## config.mk

```make
export PLATFORM = sky130hd
export DESIGN_NAME = freq_select
export DESIGN_NICKNAME = d
export VERILOG_FILES = /design/src/rtl/freq_select.sv
export SDC_FILE = /design/constraint.sdc
export NUM_CORES = 1
export LEC_CHECK = 0
export ABC_AREA = 0
export CAP_MARGIN = 30
export CELL_PAD_IN_SITES_DETAIL_PLACEMENT = 1
export CELL_PAD_IN_SITES_GLOBAL_PLACEMENT = 1
export CORE_MARGIN = 2
export CORE_UTILIZATION = 43
export DETAILED_ROUTE_END_ITERATION = 16
export PLACE_DENSITY_LB_ADDON = 0.1
export SLEW_MARGIN = 20
export SYNTH_ARGS = -nofsm -noshare
export SYNTH_HDL_FRONTEND = slang
export SYNTH_SLANG_ARGS = --single-unit
```

## constraint.sdc

```tcl
create_clock -name clk -period 4.4 [get_ports clk]
set_input_delay 0.66 -clock clk [delete_from_list [all_inputs] [get_ports clk]]
set_output_delay 0.66 -clock clk [all_outputs]
set_load 0.05 [all_outputs]
```

## src/rtl/freq_select.sv

```systemverilog
// Glitch-free selector for the 2/5/9 Hz divider waves.
// Emits a tick per rising edge of the chosen wave and counts ticks.
module freq_select #(
  parameter int CNT_W = 8
) (
  input  logic             clk,
  input  logic             reset,
  input  logic [2:0]       q_in,
  input  logic [1:0]       sel,
  input  logic             clr,
  output logic             f_out,
  output logic             tick,
  output logic [CNT_W-1:0] tick_cnt,
  output logic [1:0]       active_sel,
  output logic             busy
);

  typedef enum logic [1:0] {
    RUN,
    DRAIN,
    PARK
  } state_t;

  state_t     state, state_n;
  logic [2:0] q_d, q_q, rise;
  logic [1:0] sel_m, sel_s;
  logic [1:0] target, target_n, active_n;
  logic       busy_n, f_n, tick_n;
  logic       src_a, rise_a, src_t;

  function automatic logic pick(
    input logic [2:0] v,
    input logic [1:0] c
  );
    logic r;
    r = 1'b0;
    unique case (1'b1)
      (c == 2'b00): r = v[2];
      (c == 2'b01): r = v[1];
      (c == 2'b10): r = v[0];
      default:      r = 1'b0;
    endcase
    return r;
  endfunction

  assign rise   = q_d & ~q_q;
  assign src_a  = pick(q_d, active_sel);
  assign rise_a = pick(rise, active_sel);
  assign src_t  = pick(q_d, target);

  // Old source must drain low, then new source must be low before handover.
  always_comb begin
    state_n  = state;
    target_n = target;
    active_n = active_sel;
    busy_n   = busy;
    f_n      = 1'b0;
    tick_n   = 1'b0;
    unique case (state)
      RUN: begin
        f_n    = src_a;
        tick_n = rise_a;
        if (sel_s != active_sel) begin
          target_n = sel_s;
          busy_n   = 1'b1;
          state_n  = DRAIN;
        end
      end
      DRAIN: begin
        f_n = src_a;
        if (!src_a) state_n = PARK;
      end
      PARK: begin
        if (!src_t) begin
          active_n = target;
          busy_n   = 1'b0;
          state_n  = RUN;
        end
      end
      default: state_n = RUN;
    endcase
  end

  always_ff @(posedge clk or negedge reset) begin
    if (!reset) begin
      state      <= RUN;
      target     <= 2'b00;
      active_sel <= 2'b00;
      busy       <= 1'b0;
      f_out      <= 1'b0;
      tick       <= 1'b0;
      q_d        <= 3'b000;
      q_q        <= 3'b000;
      sel_m      <= 2'b00;
      sel_s      <= 2'b00;
    end else begin
      state      <= state_n;
      target     <= target_n;
      active_sel <= active_n;
      busy       <= busy_n;
      f_out      <= f_n;
      tick       <= tick_n;
      q_d        <= q_in;
      q_q        <= q_d;
      sel_m      <= sel;
      sel_s      <= sel_m;
    end
  end

  always_ff @(posedge clk or negedge reset) begin
    if (!reset) begin
      tick_cnt <= '0;
    end else if (clr) begin
      tick_cnt <= '0;
    end else if (tick) begin
      tick_cnt <= tick_cnt + CNT_W'(1);
    end
  end

endmodule

```

==> results of run 1 <==
power breakdown:
| part | leakage (nW) | internal (mW) | total, mW | switching [mW] |
|---|---|---|---|---|
| clock network | 0.0177 | 0.0340 | 0.106 | 0.0717 |
| logic | 0.223 | 0.126 | 0.276 | 0.150 |
| registers | 0.336 | 0.294 | 0.350 | 0.0556 |
| total | 0.576 | 0.454 | 0.731 | 0.277 |
layout by cell type (no fill, tap or decap), types with 2 or more instances in the layout:
| cell | Yosys | routed |
|---|---|---|
| or3_1 | 3 | 3 |
| nor2_1 | 7 | 7 |
| xor2_1 | 5 | 5 |
| nand4_1 | 2 | 2 |
| nand3_1 | 2 | 2 |
| nand2_1 | 2 | 2 |
| clkbuf_4 | 0 | 3 |
| mux2i_1 | 2 | 2 |
| o21ai_0 | 4 | 4 |
| clkdlybuf4s50_1 | 0 | 20 |
| mux2_4 | 3 | 3 |
| and3b_1 | 2 | 2 |
| mux2_2 | 3 | 3 |
| nor2b_1 | 2 | 2 |
| a21oi_1 | 5 | 5 |
| dfrtp_1 | 27 | 27 |
how the worst max path moves through the flow:
stage,from,slack (ns),to,depth (start not counted)
final,active_sel[1],2.05,active_sel[1],1
after floorplan,tick,2.77,tick_cnt[7],4
after CTS,tick,2.04,tick,1
after detailed placement,clr,2.12,tick_cnt[7],4
after global placement,clr,2.22,tick_cnt[7],4
after global routing,tick,1.97,tick,1
synthesized netlist by cell type (2+ instances only):
master / number / area, µm²
nand2_1: 2 / 7.51
a21oi_1: 5 / 25.0
nand3_1: 2 / 10.0
o21ai_0: 4 / 20.0
nor2b_1: 2 / 12.5
mux2_2: 3 / 33.8
xor2_1: 5 / 43.8
dfrtp_1: 27 / 676
and3b_1: 2 / 17.5
nand4_1: 2 / 12.5
mux2i_1: 2 / 20.0
nor2_1: 7 / 26.3
mux2_4: 3 / 45.0
buf_2: 2 / 10.0
or3_1: 3 / 18.8
cells by family after synthesis:
group	count (synthesis)	share of synthesized area (%)
xor+xnor	6	4.86
buf+inv	3	1.27
fa+ha+maj	1	1.16
flops	27	62.4
simple gates	24	12.3
mux	8	9.13
compound gates	15	8.90
registers in the layout, summed over array words and instances (netlist names):
register    count
q_d             3
tick            1
busy            1
tick_cnt        8
sel_s           2
sel_m           2
q_q             3
state           2
f_out           1
target          2
active_sel      2
layout make-up:
cell class	instances	area (µm²)	area share, %
clock inverters	1	5.00	0.372
clock buffers	3	22.5	1.67
inverters	1	3.75	0.279
flip-flops and latches	27	676	50.2
well taps	30	37.5	2.79
repair buffers	21	208	15.4
multi-input cells	54	393	29.2
per-layer routing:
layer	up-vias	track usage, %
li1	343	-
met1	341	21.1
met2	12	24.9
met3	2	3.33
met4	0	6.25
met5	-	0
per-stage QoR:
step                      utilization (%)  hold WS (ns)  power, mW  instances
after floorplan                         -         0.331      0.543         84
after global placement               54.2         0.333      0.625        133
after detailed placement             54.2         0.336      0.635        133
after CTS                            55.3         0.369      0.740        137
after global routing                 55.3         0.391      0.779        137
final                                55.3         0.371      0.731        137
==> results.py, run 1 <==
metrics = {
    "drt": {
        "num_vias": 698,
        "drtPass1Iterations": 4,
        "drt-vias-per-instance": 5.09,
        "wl_met2_um": 983,
        "dr_wl_met3_um": 67,
        "antenna_left": 0,
        "wl_met1_um": 992,
        "finalWirelength_mm": 2.06,
        "drt-wirelength-per-cell_um": 15.0,
        "post-route-drc-count": 0,
        "dr.first_iter.drc_count": 10,
        "top_layer": "met4",
    },
    "sta": {
        "tns_ns": 0,
        "tightestPinTransition_ns": 0.495,
        "hold_violations": 0,
        "worst_slack_ns": 2.05,
        "setup_viol": 0,
        "period_share_pct": 53.3,
        "fin_crit_ns": 2.35,
        "timing.fmax_mhz": 426,
        "max-slew-margin-rel_pct": 66.9,
        "grt_setup_unrepaired": "false",
        "final_max_slew_viol_count": 0,
        "fin_skew_ns": 0.0183,
    },
    "setup_path": {
        "r2r_setup_slack_ns": 2.85,
        "max_stage_delay_ns": 0.85,
        "reg2regPathDepth": 3,
        "required_ns": 3.74,
        "crit_chain": "clkdlybuf4s50_1",
        "worstSetupPathType": "flip-flop to primary output",
        "crit_fanout": 7,
        "rr_startpoint": "active_sel[1]",
        "setup.worst_path.end_class": "primary output",
        "r2r-end": "target[1]",
        "crit_buf_inv": 1,
        "crit_slowest_cell": "clkdlybuf4s50_1",
        "crit_family": "buffers and inverters",
        "arrival_ns": 1.69,
        "startpoint_type": "flip-flop",
    },
    "die": {
        "core-area_um2": 2430,
        "die_h_um": 54.2,
        "row_count": 18,
        "die_area_um2": 2930,
        "ios": 21,
        "die_x_um": 54.2,
        "initial_utilization_pct": 44.5,
    },
    "clock_network": {
        "cts_buffers": 3,
        "cts-htree-levels": 1,
        "cts.clk_slew.worst_paths_ns": 0.15,
        "cts_tree": "yes",
        "postCtsSetupBuffers": 0,
        "cts.path.max_buffers": 2,
        "clk_root_buffer_cell": "clkbuf_4",
        "numClockSinks": 27,
        "cts_hold_buf": 0,
        "clk_latency_ns": 0.33,
        "ctsResizeCount": 0,
    },
    "yosys": {
        "synth.avg_cell_area_um2": 12.9,
        "ys_seq_area_share_pct": 62.4,
        "synth_edf_count": 0,
        "synth_cell_types": 28,
        "synth_area_um2": 1080,
        "ys_warn_count": 0,
        "synth-main-ff-cell": "dfrtp_1",
        "synth_nets": 93,
        "async_flop_share_pct": 100,
        "synth_cells": 84,
        "synth.ff_latch_count": 27,
    },
    "placement": {
        "gp_congestion": 0.719,
        "place_ws_ns": 2.12,
        "placedInstanceArea_um2": 1320,
        "hpwl_mm": 1.56,
        "io_buffers": 20,
    },
    "worst_hold_path": {
        "hold_path_depth": 0,
        "holdPathEnd": "sel_s[0]",
        "min_from": "sel_m[0]",
        "hold_path_class": "flip-flop to flip-flop",
    },
    "global_route": {
        "antenna_found_initial": 0,
        "grt_usage_pct": 15.8,
        "grt_max_degree": 28,
        "grt_pass1_wl_mm": 3.22,
        "grt_pass1_vias": 699,
        "gr-total-overflow": 0,
    },
    "finish": {
        "diodes": 0,
        "fin_nets": 117,
        "drive_above_1_share_pct": 12.1,
        "areaGrowthSynthToFinish_pct": 24.3,
        "finalInstanceArea_um2": 1350,
        "fillers": 262,
    },
    "power": {
        "leakagePower_nw": 0.576,
        "power.density_nw_per_um2": 543,
        "peakVddDrop_uv": 337,
    },
    "run": {
        "cap_violations": 0,
    },
    "status": {
        "status": "finished, final reports clean",
    },
}
Power figures use the tool's default switching activity.
==> run 2, diff against run 1 <==
CORE_UTILIZATION = 39   (was 43)
clock period = 2.2 ns   (was 4.4 ns; I/O delays follow)
==> run 2 against run 1 <==
Global-route usage decreased by 1.2 points; clock skew is 0.013 ns lower; utilization fell by 4.9 points; wire length up 0.24%; non-clock buffer count increased by 1; register-to-register slack got worse by 2.2 ns; largest power group unchanged; via count increased by 4.6%; worst setup slack got worse by 1.9 ns.
==> results.py, run 2 (synthesis gave the netlist of run 1 again) <==
metrics = {
    "die": {
        "die_x_um": 56.7,
        "row_count": 19,
        "initial_utilization_pct": 40.3,
        "die_h_um": 56.7,
        "core-area_um2": 2690,
        "ios": 21,
        "die_area_um2": 3210,
    },
    "placement": {
        "io_buffers": 20,
        "hpwl_mm": 1.53,
        "place_ws_ns": 0.453,
        "gp_congestion": 0.690,
    },
    "sta": {
        "hold_violations": 0,
        "period_share_pct": 91.6,
        "max-slew-margin-rel_pct": 66.9,
        "final_max_slew_viol_count": 0,
        "tns_ns": 0,
        "grt_setup_unrepaired": "false",
        "tightestPinTransition_ns": 0.496,
        "timing.fmax_mhz": 496,
        "fin_skew_ns": 0.00524,
        "fin_crit_ns": 2.01,
        "setup_viol": 0,
        "whs_ns": 0.359,
        "worst_slack_ns": 0.185,
    },
    "setup_path": {
        "max_stage_delay_ns": 0.85,
        "required_ns": 1.87,
        "worstSetupPathType": "flip-flop to primary output",
        "crit_fanout": 6,
        "setup.worst_path.end_class": "primary output",
        "crit_buf_inv": 1,
        "r2r_setup_slack_ns": 0.61,
        "arrival_ns": 1.68,
        "crit_family": "buffers and inverters",
        "startpoint_type": "flip-flop",
        "crit_slowest_cell": "clkdlybuf4s50_1",
        "crit_chain": "clkdlybuf4s50_1",
    },
    "finish": {
        "largest_register_ffs": 8,
        "fin_nets": 118,
        "top_register": "tick_cnt",
        "fillers": 290,
        "largestRegisters": "tick_cnt x8, q_d x3, q_q x3",
        "final_common_cell": "dfrtp_1",
        "drive_above_1_share_pct": 13.0,
        "areaGrowthSynthToFinish_pct": 25.1,
        "diodes": 0,
        "final_cell_mix": "27 x dfrtp_1, 20 x clkdlybuf4s50_1, 7 x nor2_1, 5 x a21oi_1, 5 x xor2_1",
    },
    "clock_network": {
        "cts.path.max_buffers": 2,
        "cts_buffers": 3,
        "cts_hold_buf": 0,
        "clk_root_buffer_cell": "clkbuf_4",
        "cts.clk_slew.worst_paths_ns": 0.14,
        "cts_tree": "yes",
        "numClockSinks": 27,
        "ctsResizeCount": 0,
        "postCtsSetupBuffers": 0,
        "clk_latency_ns": 0.32,
        "cts-htree-levels": 1,
    },
    "worst_hold_path": {
        "hold_path_class": "input port to async pin",
    },
    "drt": {
        "drt-vias-per-instance": 5.25,
        "dr.first_iter.drc_count": 22,
        "finalWirelength_mm": 2.06,
        "num_vias": 730,
        "drt-wirelength-per-cell_um": 14.8,
        "post-route-drc-count": 0,
        "antenna_left": 0,
        "drtPass1Iterations": 4,
    },
    "run": {
        "cap_violations": 0,
    },
    "global_route": {
        "grt_usage_pct": 14.6,
        "grt_pass1_vias": 775,
        "antenna_found_initial": 0,
        "gr-total-overflow": 0,
        "grt_pass1_wl_mm": 3.59,
        "grt_max_degree": 28,
    },
    "status": {
        "status": "finished, final reports clean",
    },
    "power": {
        "peakVddDrop_uv": 620,
        "power.density_nw_per_um2": 1080,
        "leakagePower_nw": 0.581,
        "p_total_mw": 1.47,
    },
}
[run 2: cell types whose count changed in the layout (fill, tap and decap cells not counted), sizes merged]
cell,before,now
buf,1,2
[run 2: routing by layer]
layer	GRT usage, %	up-vias	wire (µm)
met5	0	-	0
met4	6.80	0	17
met3	2.53	2	76
met2	21.6	14	904
met1	20.8	372	1070
li1	-	342	-
[run 2: area by class of cell]
type                            instances  area, µm²  share of cell area [%]
Clock inverter                          1       5.00                   0.370
Clock buffer                            3       22.5                    1.66
Timing Repair Buffer                   22        215                    15.9
Multi-Input combinational cell         54        393                    29.0
Sequential cell                        27        676                    49.9
Inverter                                1       3.75                   0.277
Tap cell                               31       38.8                    2.87
[run 2: worst register-to-register path, stage by stage (launching register included)]
cell and delay [ns]:
dfrtp_1 0.48, xor2_1 0.21, o21ai_0 0.42, mux2_2 0.39
[run 2: worst paths after layout]
check                         startpoint            end  cells past startpoint
hold / removal                     reset      target[0]                      2
max in group asynchronous          reset       state[1]                      2
min in group clk                sel_m[0]       sel_s[0]                      0
setup reg to reg           active_sel[1]      target[1]                      3
setup / recovery           active_sel[0]  active_sel[0]                      1
hold reg to reg                 sel_m[0]       sel_s[0]                      0
[run 2: report_power, final]
part / switching (mW) / total, mW / internal, mW
Clock: 0.148 / 0.216 / 0.0682
Sequential: 0.106 / 0.694 / 0.588
Combinational: 0.305 / 0.558 / 0.253
Total: 0.559 / 1.47 / 0.909
[run 2: stage by stage]
stage / std cells / instance area (µm²) / util, %
2_1_floorplan: 84 / 1080 / -
3_3_place_gp: 135 / 1330 / 49.4
3_5_place_dp: 135 / 1330 / 49.4
4_1_cts: 139 / 1350 / 50.4
5_1_grt: 139 / 1350 / 50.4
6_report: 139 / 1350 / 50.4
==> run 3, diff against run 2 <==
CAP_MARGIN = 15   (was 30)
clock period = 2 ns   (was 2.2 ns; I/O delays follow)
==> run 3 against run 2 <==
Cell count unchanged; power increased by 9.3%; sequential cell count unchanged; wire length decreased by 6.1%; register-to-register slack got worse by 0.21 ns; utilization increased by 0.19 points; clock power increased by 7%; cell area increased by 0.37%; non-clock buffer count unchanged.
==> results.py, run 3 (synthesis gave the netlist of run 1 again) <==
metrics = {
    "finish": {
        "largestRegisters": "tick_cnt x8, q_d x3, q_q x3",
        "final_cell_mix": "27 x dfrtp_1, 16 x clkdlybuf4s50_1, 7 x nor2_1, 5 x a21oi_1, 5 x xor2_1",
        "areaGrowthSynthToFinish_pct": 25.5,
        "top_register": "tick_cnt",
        "fin_nets": 118,
        "final_common_cell": "dfrtp_1",
        "finalInstanceArea_um2": 1360,
        "diodes": 0,
        "largest_register_ffs": 8,
        "instances_no_fill": 139,
        "drive_above_1_share_pct": 12.0,
    },
    "power": {
        "switchingPower_mw": 0.607,
        "p_clk_share_pct": 14.4,
        "seq_power_share_pct": 47.6,
        "power.density_nw_per_um2": 1180,
        "leakagePower_nw": 0.623,
        "peakVddDrop_uv": 800,
        "swShare_pct": 37.8,
        "p_total_mw": 1.61,
        "p_int_mw": 0.998,
        "pwr-share-comb_pct": 38.0,
    },
    "sta": {
        "fin_skew_ns": 0.00637,
        "hold_violations": 0,
        "tns_ns": 0,
        "whs_ns": 0.323,
        "fin_crit_ns": 1.91,
        "timing.fmax_mhz": 523,
        "tightestPinTransition_ns": 0.503,
        "setup_viol": 0,
        "final_max_slew_viol_count": 0,
        "period_share_pct": 95.5,
        "max-slew-margin-rel_pct": 66.4,
        "grt_setup_unrepaired": "false",
    },
    "global_route": {
        "grt_max_degree": 28,
        "grt_pass1_wl_mm": 3.19,
        "grt_usage_pct": 12.8,
        "antenna_found_initial": 0,
        "gr-total-overflow": 0,
        "grt_pass1_vias": 710,
    },
    "status": {
        "status": "finished, final reports clean",
    },
    "drt": {
        "drtPass1Iterations": 2,
        "dr.first_iter.drc_count": 4,
        "num_vias": 713,
        "antenna_left": 0,
        "post-route-drc-count": 0,
        "finalWirelength_mm": 1.94,
        "drt-vias-per-instance": 5.13,
        "drt-wirelength-per-cell_um": 13.9,
    },
    "setup_path": {
        "crit_fanout": 5,
        "r2r_setup_slack_ns": 0.40,
        "worstSetupPathType": "flip-flop to primary output",
        "startpoint_type": "flip-flop",
        "crit_slowest_cell": "clkdlybuf4s50_1",
        "setup.worst_path.end_class": "primary output",
        "arrival_ns": 1.61,
        "crit_buf_inv": 1,
        "crit_family": "buffers and inverters",
        "max_stage_delay_ns": 0.83,
        "crit_chain": "clkdlybuf4s50_1",
        "required_ns": 1.70,
    },
    "clock_network": {
        "cts.path.max_buffers": 2,
        "postCtsSetupBuffers": 0,
        "clk_root_buffer_cell": "clkbuf_4",
        "cts_tree": "yes",
        "numClockSinks": 27,
        "clk_latency_ns": 0.32,
        "cts_buffers": 3,
        "cts-htree-levels": 1,
        "cts.clk_slew.worst_paths_ns": 0.14,
    },
    "die": {
        "die_area_um2": 3210,
        "core-area_um2": 2690,
        "initial_utilization_pct": 40.3,
        "die_x_um": 56.7,
        "die_h_um": 56.7,
        "ios": 21,
        "row_count": 19,
    },
    "placement": {
        "hpwl_mm": 1.44,
        "io_buffers": 20,
        "gp_congestion": 0.729,
        "dpl.cell_count": 135,
        "placedInstanceArea_um2": 1330,
    },
    "run": {
        "cap_violations": 0,
    },
    "worst_hold_path": {
        "hold_path_class": "input port to async pin",
    },
}
-- run 3: routing by layer --
metal	vias to the layer above	GRT usage, %	wire (µm)
met3	2	2.30	78
li1	345	-	-
met1	351	18.4	1000
met2	15	19.6	831
met4	0	4.08	26
met5	-	0	0
-- run 3: power groups by stage --
stage                     clock network, mW  registers, mW  logic [mW]
after detailed placement                  0          0.776       0.619
final                                 0.231          0.764       0.610
after CTS                             0.242          0.765       0.620
after global routing                  0.261          0.785       0.652
after global placement                    0          0.773       0.604
after floorplan                           0          0.923       0.271
-- run 3: path summary, 6_finish.rpt --
path,start,endpoint,cells after the start
setup / recovery,tick_cnt[2],tick_cnt[2],1
hold / removal,reset,state[0],2
setup reg to reg,active_sel[1],target[0],3
hold reg to reg,sel_m[1],sel_s[1],0
max in group asynchronous,reset,tick_cnt[5],2
min in group clk,sel_m[1],sel_s[1],0
-- run 3: cell type report --
| cell class | count | area, µm² |
|---|---|---|
| multi-input combinational | 54 | 393 |
| inverter | 1 | 3.75 |
| tap | 31 | 38.8 |
| fill | 290 | 1330 |
| timing repair buffer | 22 | 221 |
| sequential | 27 | 676 |
| clock buffer | 4 | 26.3 |
-- run 3: what timing repair did --
item,CTS,global route
gates resized for setup,1,3
hold buffers,0,0
pin swaps,0,0
endpoints found under the setup margin,1,3
-- run 3: through the flow --
| step | setup WS (ns) | utilization (%) |
|---|---|---|
| after floorplan | 0.375 | - |
| after global placement | 0.382 | 49.4 |
| after detailed placement | 0.344 | 49.4 |
| after CTS | 0.0182 | 50.3 |
| after global routing | 0.0350 | 50.6 |
| final | 0.0897 | 50.6 |
